### src/rtl/r200_fetchq.sv
// Instruction fetch front end: issues imem word fetches and queues returned instructions with their PCs.
// Latency: 1 cycle from imem_rvalid to out_valid with an empty queue; 1 instruction/cycle sustained.
// Backpressure: stall holds the head entry; requests stop once queued + live in-flight words fill DEPTH.
//
// Ports:
//   clk, rst_n                       clock, async active-low reset
//   imem_req/addr/gnt                request channel (addr registered, word aligned)
//   imem_rvalid/rdata                in-order responses, >= 1 cycle after grant
//   redirect/redirect_pc             taken branch/jump: flush queue, kill in-flight responses
//   stall                            consumer not ready
//   out_valid/instrn/pc/pcp4         head of queue (combinational view of the head entry)
module r200_fetchq #(
  parameter int          DEPTH           = 4,
  parameter int          MAX_OUTSTANDING = 2,
  parameter logic [31:0] RESET_PC        = 32'h0000_0000
) (
  input  logic        clk,
  input  logic        rst_n,
  output logic        imem_req,
  output logic [31:0] imem_addr,
  input  logic        imem_gnt,
  input  logic        imem_rvalid,
  input  logic [31:0] imem_rdata,
  input  logic        redirect,
  input  logic [31:0] redirect_pc,
  input  logic        stall,
  output logic        out_valid,
  output logic [31:0] out_instrn,
  output logic [31:0] out_pc,
  output logic [31:0] out_pcp4
);

  localparam int AW = $clog2(DEPTH);
  localparam int CW = AW + 1;
  localparam int TW = (MAX_OUTSTANDING > 2) ? 2 : 1;
  localparam int TD = 1 << TW;

  logic [31:0]   fetch_pc;
  logic [CW-1:0] count;
  logic [1:0]    outstanding;
  logic [1:0]    outstanding_nxt;
  logic [1:0]    kill;
  logic [AW-1:0] rd_ptr;
  logic [AW-1:0] wr_ptr;
  logic [31:0]   q_pc     [DEPTH];
  logic [31:0]   q_instrn [DEPTH];

  // PC tags of in-flight requests, popped in response order.
  logic [31:0]   tag_pc   [TD];
  logic [TW-1:0] tag_wr;
  logic [TW-1:0] tag_rd;

  logic       grant;
  logic       resp;
  logic       push;
  logic       pop;
  logic [7:0] occ;
  logic       unused_bits;

  assign unused_bits = ^redirect_pc[1:0];

  // Occupancy counts live in-flight words too, so a response always has a free slot.
  assign occ      = 8'(count) + 8'(outstanding) - 8'(kill);
  assign imem_req = rst_n && !redirect &&
                    (outstanding < 2'(MAX_OUTSTANDING)) && (occ < 8'(DEPTH));
  assign imem_addr = fetch_pc;

  assign grant = imem_req && imem_gnt;
  assign resp  = imem_rvalid;
  // A response in a redirect cycle is stale by definition.
  assign push  = resp && (kill == 2'd0) && !redirect;
  assign pop   = out_valid && !stall;

  assign out_valid  = (count != '0);
  assign out_pc     = q_pc[rd_ptr];
  assign out_instrn = q_instrn[rd_ptr];
  assign out_pcp4   = out_pc + 32'd4;

  always_comb begin
    outstanding_nxt = outstanding;
    if (grant && !resp)      outstanding_nxt = outstanding + 2'd1;
    else if (!grant && resp) outstanding_nxt = outstanding - 2'd1;
  end

  always_ff @(posedge clk or negedge rst_n) begin
    if (!rst_n) begin
      fetch_pc    <= {RESET_PC[31:2], 2'b00};
      count       <= '0;
      outstanding <= 2'd0;
      kill        <= 2'd0;
      rd_ptr      <= '0;
      wr_ptr      <= '0;
      tag_wr      <= '0;
      tag_rd      <= '0;
      for (int i = 0; i < DEPTH; i++) begin
        q_pc[i]     <= '0;
        q_instrn[i] <= '0;
      end
      for (int i = 0; i < TD; i++) tag_pc[i] <= '0;
    end else begin
      outstanding <= outstanding_nxt;

      if (grant) begin
        tag_pc[tag_wr] <= fetch_pc;
        tag_wr <= (tag_wr == TW'(MAX_OUTSTANDING - 1)) ? '0 : tag_wr + TW'(1);
      end
      if (resp) begin
        tag_rd <= (tag_rd == TW'(MAX_OUTSTANDING - 1)) ? '0 : tag_rd + TW'(1);
      end

      if (redirect) begin
        // No grant can happen this cycle, so every surviving in-flight word is stale.
        fetch_pc <= {redirect_pc[31:2], 2'b00};
        kill     <= outstanding_nxt;
        count    <= '0;
        rd_ptr   <= '0;
        wr_ptr   <= '0;
      end else begin
        if (grant) fetch_pc <= fetch_pc + 32'd4;
        if (resp && (kill != 2'd0)) kill <= kill - 2'd1;
        if (push) begin
          q_pc[wr_ptr]     <= tag_pc[tag_rd];
          q_instrn[wr_ptr] <= imem_rdata;
          wr_ptr           <= wr_ptr + AW'(1);
        end
        if (pop) rd_ptr <= rd_ptr + AW'(1);
        case ({push, pop})
          2'b10:   count <= count + CW'(1);
          2'b01:   count <= count - CW'(1);
          default: count <= count;
        endcase
      end
    end
  end

  // A response with nothing in flight means the memory model is broken.
  a_rvalid_needs_outstanding: assert property (
    @(posedge clk) disable iff (!rst_n) imem_rvalid |-> (outstanding != 2'd0));

endmodule

### config.mk
export PLATFORM = sky130hd
export DESIGN_NAME = r200_fetchq
export DESIGN_NICKNAME = d
export VERILOG_FILES = /design/src/rtl/r200_fetchq.sv
export SDC_FILE = /design/constraint.sdc
export NUM_CORES = 1
export LEC_CHECK = 0
export ABC_AREA = 0
export CORE_ASPECT_RATIO = 1.75
export CORE_MARGIN = 1
export CORE_UTILIZATION = 56
export DETAILED_ROUTE_END_ITERATION = 8
export GPL_TIMING_DRIVEN = 0
export PLACE_DENSITY_LB_ADDON = 0.12
export SYNTH_ARGS = -nofsm -noshare
export SYNTH_HDL_FRONTEND = slang
export SYNTH_SLANG_ARGS = --single-unit
### constraint.sdc
create_clock -name clk -period 3.7 [get_ports clk]
set_input_delay 0.555 -clock clk [delete_from_list [all_inputs] [get_ports clk]]
set_output_delay 0.555 -clock clk [all_outputs]
set_load 0.02 [all_outputs]
Yosys cells after proc, flatten, opt, wreduce, memory -nomap -nowiden

Cells that the tools add are included.

Register bits after elaboration: 365
Input port bits: 70
Output and inout port bits: 130

Add/sub/neg operators: 13
Magnitude comparators: 8
Equal/unequal tests: 2
Muxes and demuxes: 30
Bitwise gates (word level): 5
Reductions and logical operators: 25

Operators with widths:

| operator                | number |
|---|---|
| $mux W32                | 11 |
| $bwmux W128             | 2 |
| $bmux W32 S2            | 2 |
| $add A32 B3 Y32 const B | 2 |
| $bwmux W64              | 1 |
| $demux W32 S2           | 1 |
| $demux W32 S1           | 1 |
| $mux W2                 | 8 |
| $logic_and A1 B1 Y1     | 12 |
| $reduce_bool A2 Y1      | 5 |
| $lt A8 B3 Y1 const B    | 1 |
| $add A2 B1 Y2 const B   | 3 |
| $ge A3 B3 Y1 const B    | 2 |
| $not A2 Y3              | 2 |
| $pmux W3 S2             | 1 |
| $reduce_bool A3 Y1      | 2 |
| $sub A4 B2 Y5           | 1 |
| $add A3 B2 Y4           | 1 |
| $ge A2 B2 Y1 const B    | 2 |
| $logic_not A1 Y1        | 4 |
| $not A1 Y2              | 2 |
| $sub A2 B1 Y2 const B   | 2 |
| $add A3 B1 Y3 const B   | 1 |
| $lt A3 B1 Y1 const B    | 1 |
| other kinds (11)        | 13 |

Depth between registers and ports, before layout

Gate-level depths: netlist (run 1).

Word-level depth: 10
Mapped depth: 11

Worst setup path after synthesis (run 1)

Ideal clock, no wire load.

Kind: reg2reg
From: reg count[1]
To: reg fetch_pc[17] (netlist: imem_addr[17])
Setup time: 126 ps
Arrival time: 3055 ps
Path slack: 519 ps
Stages on the path, launching flop included: 12
Path buffers: 2
Period minus slack after synthesis: 3181 ps
Cell sequence: dfrtp_1 inv_1 fa_1 inv_1 ha_1 and3b_4 or4_1 buf_4 a21oi_4 buf_6 mux2_2 a221o_1

Longest elaborated chain between the ends: 6

RTL lines:

| what                                | RTL line | text |
|---|---|---|
| from (decl)                         | 39       | `logic [CW-1:0] count;` |
| from (signal assigned)              | 128      | `2'b10: count <= count + CW'(1);` |
| from (signal assigned)              | 129      | `2'b01: count <= count - CW'(1);` |
| from (signal assigned)              | 130      | `default: count <= count;` |
| $add A3 B2 Y4                       | 63       | `assign occ = 8'(count) + 8'(outstanding) - 8'(kill);` |
| $sub A4 B2 Y5                       | 63       |  |
| $lt A8 B3 Y1                        | 65       | `(outstanding < 2'(MAX_OUTSTANDING)) && (occ < 8'(DEPTH));` |
| $logic_and A1 B1 Y1                 | 65       |  |
| $logic_and A1 B1 Y1                 | 68       | `assign grant = imem_req && imem_gnt;` |
| $reduce_bool A2 Y1 (no source line) | n/a      |  |
| to (signal assigned)                | 87       | `fetch_pc <= {RESET_PC[31:2], 2'b00};` |
| to (signal assigned)                | 113      | `fetch_pc <= {redirect_pc[31:2], 2'b00};` |
| to (signal assigned)                | 119      | `if (grant) fetch_pc <= fetch_pc + 32'd4;` |
| to (decl)                           | 38       | `logic [31:0] fetch_pc;` |

Every way passes these cells.
A chain may end at the register's enable or synchronous reset.

Worst setup path in the final report (run 1)

From: reg rd_ptr[1]
To: out out_instrn[4]

Longest elaborated chain between the ends: 4

RTL lines:

| what                                        | RTL line | text |
|---|---|---|
| from (decl)                                 | 43       | `logic [AW-1:0] rd_ptr;` |
| from (signal assigned)                      | 126      | `if (pop) rd_ptr <= rd_ptr + AW'(1);` |
| $not A2 Y3 (implied by the code)            | 76       | `assign out_instrn = q_instrn[rd_ptr];` |
| $bmux W32 S2                                | 76       |  |
| $mux W32 (implied by the code) (2 in a row) | 76       |  |
| to (decl)                                   | 28       | `output logic [31:0] out_instrn,` |

Every way passes these cells. The select of a mux whose other input is x is not followed.

==> flow_summary.json, run 1 <==
{
  "min_path_type": "reg -> reg",
  "clkLatencyLatePin_ns": 0.52,
  "met2_usage": 0.499,
  "yosysWarnings": 0,
  "min_period_ns": 3.66,
  "slowest_delay_ns": 0.58,
  "worst_slack_ns": 0.0420,
  "ys_dominant_reg_cell": "dfrtp_1",
  "grt_first_pass_wirelength_um": 65400,
  "netlist_area_um2": 16400,
  "crit_arrival_ns": 3.10,
  "clock_skew_ns": 0.0178,
  "ys_ff_latch": 351,
  "fin_area_um2": 20200,
  "io_buffer_count": 189,
  "place_area_um2": 18900,
  "hold_depth": 2,
  "cts_sinks": 351,
  "clk_path_buf_depth": 3,
  "post-place-cells": 1867,
  "cap_violations": 0,
  "fillers": 2131,
  "grt_max_degree": 111,
  "final-max-slew-violation-count": 0,
  "relSlewSlack": 0.216,
  "die_w_um": 132,
  "drc": 0,
  "area_growth_pct": 23.0,
  "nNetsFinal": 1614,
  "min_delay_worst_endpoint": "q_pc[101]$_DFFE_PN0P_",
  "criticalPathCategory": "reg -> out",
  "cts.reportedPaths.clkPinSlew_ns": 0.06,
  "top_usage_layer": "met2",
  "grt_use_total": 0.277,
  "min_period_over_period": 0.989,
  "setup_viol": 0,
  "synth-seq-area-share": 0.534,
  "final_cells": 1931,
  "finalPower_mw": 14.1,
  "hold_violations": 0,
  "start_util": 0.572,
  "pwr_density_cell_nw_per_um2": 698,
  "synth_area_leaders": "dfrtp_1, mux2_2, mux4_2",
  "die_y_um": 229,
  "ys_types": 60,
  "rsz0062_at_grt": "yes",
  "cp_top_family": "buffers and inverters",
  "place_hpwl_um": 28500,
  "grt_pass1_vias": 12200,
  "r2r_start": "outstanding[1]$_DFF_PN0_",
  "cts_tree": "done",
  "boundaryPins": 200,
  "avgSynthCellArea_um2": 12.7,
  "antenna_found_initial": 0,
  "gp_congestion": 0.934,
  "antenna_left": 0,
  "max-vdd-ir-drop_uv": 382,
  "drtIter0Drc": 512,
  "synth_top_area_cell": "dfrtp_1",
  "rows": 82,
  "die-area_um2": 30100,
  "post_drt_wl_per_cell_um": 20.9,
  "numCtsBuffers": 34,
  "cp-end-kind": "output pin",
  "cp_slowest_cell": "clkbuf_1",
  "synth_edf_count": 0,
  "r2r_slack_ns": 0.32,
  "grt_use_met1": 0.332,
  "crit_path_start_kind": "flip-flop",
  "p_leak_nw": 9.09,
  "wl_um": 40300,
  "viasPerCell": 5.90,
  "tns_ns": 0,
  "firstDrtPassIters": 4,
  "cpMostUsedCell": "buf_4",
  "antenna_cells": 0,
  "vias": 11400,
  "root_buffer": "clkbuf_16",
  "core_region_area_um2": 28700,
  "tightestPinTransition_ns": 1.17,
  "overflow": 0,
  "holdCritStartpoint": "q_pc[101]$_DFFE_PN0P_",
  "use_met3": 0.0357,
  "r2r_cells": 11,
  "cp.required_ns": 3.14,
  "place_ws_ns": -0.187,
  "crit_buf_inv": 5,
  "layout-drive-gt1-share": 0.243,
  "ys_async_sr_fraction": 1.00,
  "htree_levels": 2,
  "crit_chain": "buf_6, buf_4, buf_4, clkbuf_1, mux4_2, clkdlybuf4s50_1",
  "r2r_end": "imem_addr[18]$_DFFE_PN0P_",
  "netlist.area_leader.share": 0.534,
  "status": "finished, final reports clean",
  "timing.fmax_ghz": 0.273,
  "cp_max_fo": 10,
  "synth_cells": 1292,
  "crit_start": "rd_ptr[1]$_DFFE_PN0P_"
}
-- cell usage in the layout, fill, tap and decap left out, types with 5 or more instances in the layout --
| master | netlist | final |
|---|---|---|
| and3_1 | 11 | 11 |
| clkbuf_2 | 0 | 9 |
| mux4_1 | 15 | 7 |
| dfrtp_1 | 351 | 351 |
| xor2_1 | 12 | 12 |
| xnor2_1 | 34 | 34 |
| o21ai_0 | 130 | 130 |
| ha_1 | 11 | 11 |
| buf_2 | 11 | 10 |
| nor2_1 | 20 | 19 |
| mux2i_1 | 43 | 43 |
| nand2_1 | 163 | 162 |
| mux4_2 | 47 | 55 |
| inv_1 | 24 | 24 |
| bufinv_16 | 0 | 6 |
| clkdlybuf4s50_1 | 0 | 163 |
| clkbuf_8 | 0 | 5 |
| buf_6 | 6 | 9 |
| clkbuf_1 | 58 | 60 |
| nand4_1 | 13 | 13 |
| dlygate4sd2_1 | 0 | 7 |
| buf_4 | 9 | 15 |
| conb_1 | 1 | 6 |
| a221o_1 | 12 | 12 |
| nor4_1 | 8 | 7 |
| nand3_1 | 30 | 27 |
| mux2_2 | 198 | 198 |
| nor3_1 | 13 | 12 |
| clkbuf_16 | 0 | 37 |
-- logic make-up after synthesis --
group	after synthesis	synth area share
AO/OA/AOI/OAI	178	0.0647
multiplexers	303	0.250
XOR/XNOR	46	0.0245
buffers and inverters	112	0.0326
other	1	0.000228
AND/OR/NAND/NOR	288	0.0825
adder cells (fa/ha/maj)	13	0.0108
flip-flops	351	0.534
-- repair_timing --
action	in CTS	in global routing
buffers inserted	6	0
resized for setup	53	39
pin swaps	4	3
hold endpoints to repair	49	0
hold buffers	1	0
endpoints found under the setup margin	54	46
-- state kept, by name (all words and copies together), names as in the netlist --
register / count
q_pc: 120
tag_pc: 60
count: 3
wr_ptr: 2
q_instrn: 128
outstanding: 2
kill: 2
tag_wr: 1
imem_addr: 30
tag_rd: 1
rd_ptr: 2
-- worst register-to-register path, stage by stage, from the launching register on --
cell and delay (ns):
dfrtp_1 0.37, inv_1 0.10, fa_1 0.51, inv_1 0.05, ha_1 0.28, and3b_4 0.19
or4_1 0.46, buf_4 0.19, a21oi_4 0.25, buf_6 0.22, mux2_2 0.35, a221o_1 0.30
-- power breakdown --
| part | total (mW) | internal [mW] | switching (mW) |
|---|---|---|---|
| Sequential | 5.14 | 4.65 | 0.489 |
| Combinational | 5.17 | 2.54 | 2.63 |
| Clock | 3.79 | 2.34 | 1.45 |
-- routing by layer --
layer | routed length, um | up-vias
met4 | 1330 | 0
met2 | 21800 | 365
met1 | 15400 | 5788
met3 | 1700 | 94
li1 | - | 5142
met5 | 0 | -
-- synthesized netlist by cell type, types with 11 or more instances --
library cell,number
nand2_1,163
mux2i_1,43
nor2_1,20
xor2_1,12
buf_2,11
xnor2_1,34
dfrtp_1,351
nand4_1,13
and3_1,11
mux4_1,15
clkbuf_1,58
nor3_1,13
mux2_2,198
ha_1,11
o21ai_0,130
mux4_2,47
inv_1,24
a221o_1,12
nand3_1,30
-- stage by stage --
stage	hold slack (ns)	util
after floorplan	0.259	-
after global placement	0.452	0.655
final	0.477	0.704
after CTS	0.478	0.704
after detailed placement	0.464	0.658
after global routing	0.503	0.704
-- worst max-delay path by stage --
| stage | end | cells after the start |
|---|---|---|
| after floorplan | imem_addr[17]$_DFFE_PN0P_ | 11 |
| after global placement | imem_addr[24]$_DFFE_PN0P_ | 6 |
| after detailed placement | out_pcp4[31] | 9 |
| after CTS | out_pcp4[31] | 10 |
| after global routing | out_pcp4[30] | 10 |
| final | out_instrn[4] | 6 |
-- cell type report --
class | instances | area, um^2 | share of cell area
sequential | 351 | 8780 | 0.435
multi-input combinational | 834 | 7170 | 0.355
timing repair buffer | 199 | 2000 | 0.0987
clock buffer | 47 | 1010 | 0.0501
buffer | 87 | 478 | 0.0236
tap | 378 | 473 | 0.0234
clock inverter | 11 | 214 | 0.0106
inverter | 24 | 90.1 | 0.00446
Note: power is estimated with default switching activity, not from simulation.
==> run 2: changes to the inputs <==
Settings changed: ABC_AREA 0 to 1, CORE_UTILIZATION 56 to 57, CTS_CLUSTER_SIZE set to 14.
==> run 2 against run 1 <==
Net effect: combinational power grew 38%; worst hold slack lost 0.44 ns; sequential share of layout area shrank 2.8 points; critical path depth grew 1; wire length grew 59%; count of clock-buffer cells in the layout grew 2; area after synthesis grew 8.9%; die area grew 6.9%; critical endpoint is now out_instrn[3]; largest cell class unchanged; highest routed layer is now met5.
==> flow_summary.json, run 2 <==
{
  "status": "finished, final reports clean",
  "fin_area_um2": 21600,
  "synth_common_cells": "nand2_1, dfrtp_1, o21ai_0",
  "final_cells": 3028,
  "cp.required_ns": 3.14,
  "cts_sinks": 351,
  "p_leak_nw": 10.8,
  "overflow": 0,
  "largestRegisters": "q_instrn: 128 flops, q_pc: 120 flops, tag_pc: 60 flops",
  "place_area_um2": 20400,
  "top_usage_layer": "met2",
  "min_path_type": "in -> async",
  "cp_max_fo": 10,
  "top_register": "q_instrn",
  "ys_async_sr_fraction": 1.00,
  "viasPerCell": 5.88,
  "clk_path_buf_depth": 3,
  "core_region_area_um2": 30800,
  "grt_max_degree": 122,
  "synth_edf_count": 0,
  "hold_ws_ns": 0.0409,
  "timing.fmax_ghz": 0.270,
  "r2r_end": "tag_pc[19]$_DFFE_PN0P_",
  "synth.most_common_cell": "nand2_1",
  "avgSynthCellArea_um2": 7.53,
  "r2r_start": "count[1]$_DFFE_PN0P_",
  "tightestPinTransition_ns": 0.766,
  "crit_arrival_ns": 3.14,
  "synth_cells": 2378,
  "crit_path_start_kind": "flip-flop",
  "largest_register_ffs": 128,
  "drtIter0Drc": 1488,
  "min_period_over_period": 1.00,
  "r2r_cells": 14,
  "tns_ns": 0,
  "clkLatencyLatePin_ns": 0.53,
  "die-area_um2": 32100,
  "htree_levels": 2,
  "post-place-cells": 2965,
  "rsz0062_at_grt": "yes",
  "cap_violations": 0,
  "hold_violations": 0,
  "antenna_left": 0,
  "finalPower_mw": 16.2,
  "root_buffer": "clkbuf_16",
  "yosysWarnings": 0,
  "use_met3": 0.0750,
  "relSlewSlack": 0.489,
  "met2_usage": 0.702,
  "synth_area_leaders": "dfrtp_1, nand2_1, o21ai_0",
  "rows": 85,
  "start_util": 0.580,
  "final_cell_mix": "nand2_1, dfrtp_1, o21ai_0",
  "cp-end-kind": "output pin",
  "setup_viol": 0,
  "final_common_cell": "nand2_1",
  "criticalPathCategory": "reg -> out",
  "layout-drive-gt1-share": 0.0815,
  "netlist_area_um2": 17900,
  "cts.reportedPaths.clkPinSlew_ns": 0.06,
  "min_period_ns": 3.70,
  "cts_tree": "done",
  "ys_types": 33,
  "max-vdd-ir-drop_uv": 602,
  "antenna_found_initial": 1,
  "wl_um": 64100,
  "synth_top_area_cell": "dfrtp_1",
  "fin_util": 0.701,
  "die_y_um": 236,
  "vias": 17800,
  "gp_congestion": 0.995,
  "grt_first_pass_wirelength_um": 97700,
  "ys_dominant_reg_cell": "dfrtp_1",
  "fillers": 2534,
  "antenna_cells": 0,
  "pwr_density_cell_nw_per_um2": 748,
  "crit_start": "rd_ptr[1]$_DFFE_PN0P_",
  "boundaryPins": 200,
  "numCtsBuffers": 34,
  "grt_pass1_vias": 17800,
  "nNetsFinal": 2699,
  "cp-endpoint": "out_instrn[3]",
  "r2r_slack_ns": 0.77,
  "grt_use_total": 0.405,
  "grt_use_met1": 0.413,
  "firstDrtPassIters": 6,
  "io_buffer_count": 189,
  "synth-seq-area-share": 0.491,
  "netlist.area_leader.share": 0.491,
  "place_hpwl_um": 46500,
  "ys_ff_latch": 351,
  "area_growth_pct": 20.8,
  "worst_slack_ns": 0.00132,
  "die_w_um": 136,
  "post_drt_wl_per_cell_um": 21.2,
  "clock_skew_ns": 0.0152,
  "drc": 0,
  "place_ws_ns": -0.411,
  "final-max-slew-violation-count": 0
}
[run 2: changes by cell type in the layout (fill, tap and decap cells not counted), sizes merged, moves of 32 or more]
cell   delta
mux2    -168
o22ai    +33
mux2i    -43
nand2   +829
o21ai   +161
nor2    +157
inv     +132
xnor2    -32
nand3    +83
mux4     -62
[run 2: how the worst min path moves through the flow]
| stage | endpoint | slack, ns | depth (start not counted) |
|---|---|---|---|
| after global routing | q_instrn[101]$_DFFE_PN0P_ | 0.06 | 2 |
| after detailed placement | q_pc[56]$_DFFE_PN0P_ | 0.46 | 2 |
| after CTS | q_pc[106]$_DFFE_PN0P_ | 0.01 | 1 |
| after global placement | q_instrn[52]$_DFFE_PN0P_ | 0.46 | 2 |
| after floorplan | count[0]$_DFFE_PN0P_ | 0.26 | 0 |
| final | q_instrn[69]$_DFFE_PN0P_ | 0.04 | 2 |
[run 2: final cells by class]
type,count,area [um^2],area share
plain buffers,129,668,0.0309
clock buffers,49,968,0.0448
clock inverters,8,101,0.00469
inverters,155,582,0.0269
multi-input cells,1748,7980,0.369
flip-flops and latches,351,8780,0.406
well taps,391,489,0.0226
repair buffers,197,2060,0.0952
[run 2: logic make-up (layout without fill, tap and decap cells)]
kind of cell    after synthesis  count (layout)  share of synthesized area
compound gates              354             354                      0.105
xor+xnor                     36              36                     0.0176
mux                          30              30                     0.0189
flops                       351             351                      0.491
other cells                   1               6                   0.000210
buf+inv                     284             538                     0.0677
simple gates               1309            1309                      0.290
fa+ha+maj                    13              13                    0.00993
[run 2: metal layers]
| layer | share of wire | vias up | routed length, um |
|---|---|---|---|
| li1 | - | 8014 | - |
| met1 | 0.33 | 8496 | 21000 |
| met4 | 0.090 | 2 | 5780 |
| met3 | 0.072 | 316 | 4610 |
| met5 | 0.00017 | - | 11 |
| met2 | 0.51 | 987 | 32700 |
[run 2: timing repair]
item / in CTS / in global routing
endpoints found under the setup margin: 54 / 51
buffers inserted: 1 / 0
cloned: 1 / 2
hold buffers: 0 / 2
resized for setup: 46 / 51
pin swaps: 1 / 0
hold endpoints to repair: 0 / 119
[run 2: critical path, cell delays in order (launching register included)]
cell,delay (ns)
dfrtp_1,0.41
inv_2,0.12
buf_2,0.37
clkbuf_4,0.39
clkbuf_2,0.30
o21ai_0,0.13
o22ai_1,0.24
clkdlybuf4s50_1,0.66
[run 2: report_power, final]
part / leakage, nW / switching [mW] / total, mW / internal, mW
logic: 5.71 / 4.52 / 7.12 / 2.60
registers: 4.58 / 0.689 / 5.61 / 4.92
clock network: 0.525 / 1.48 / 3.44 / 1.96
total: 10.8 / 6.69 / 16.2 / 9.48
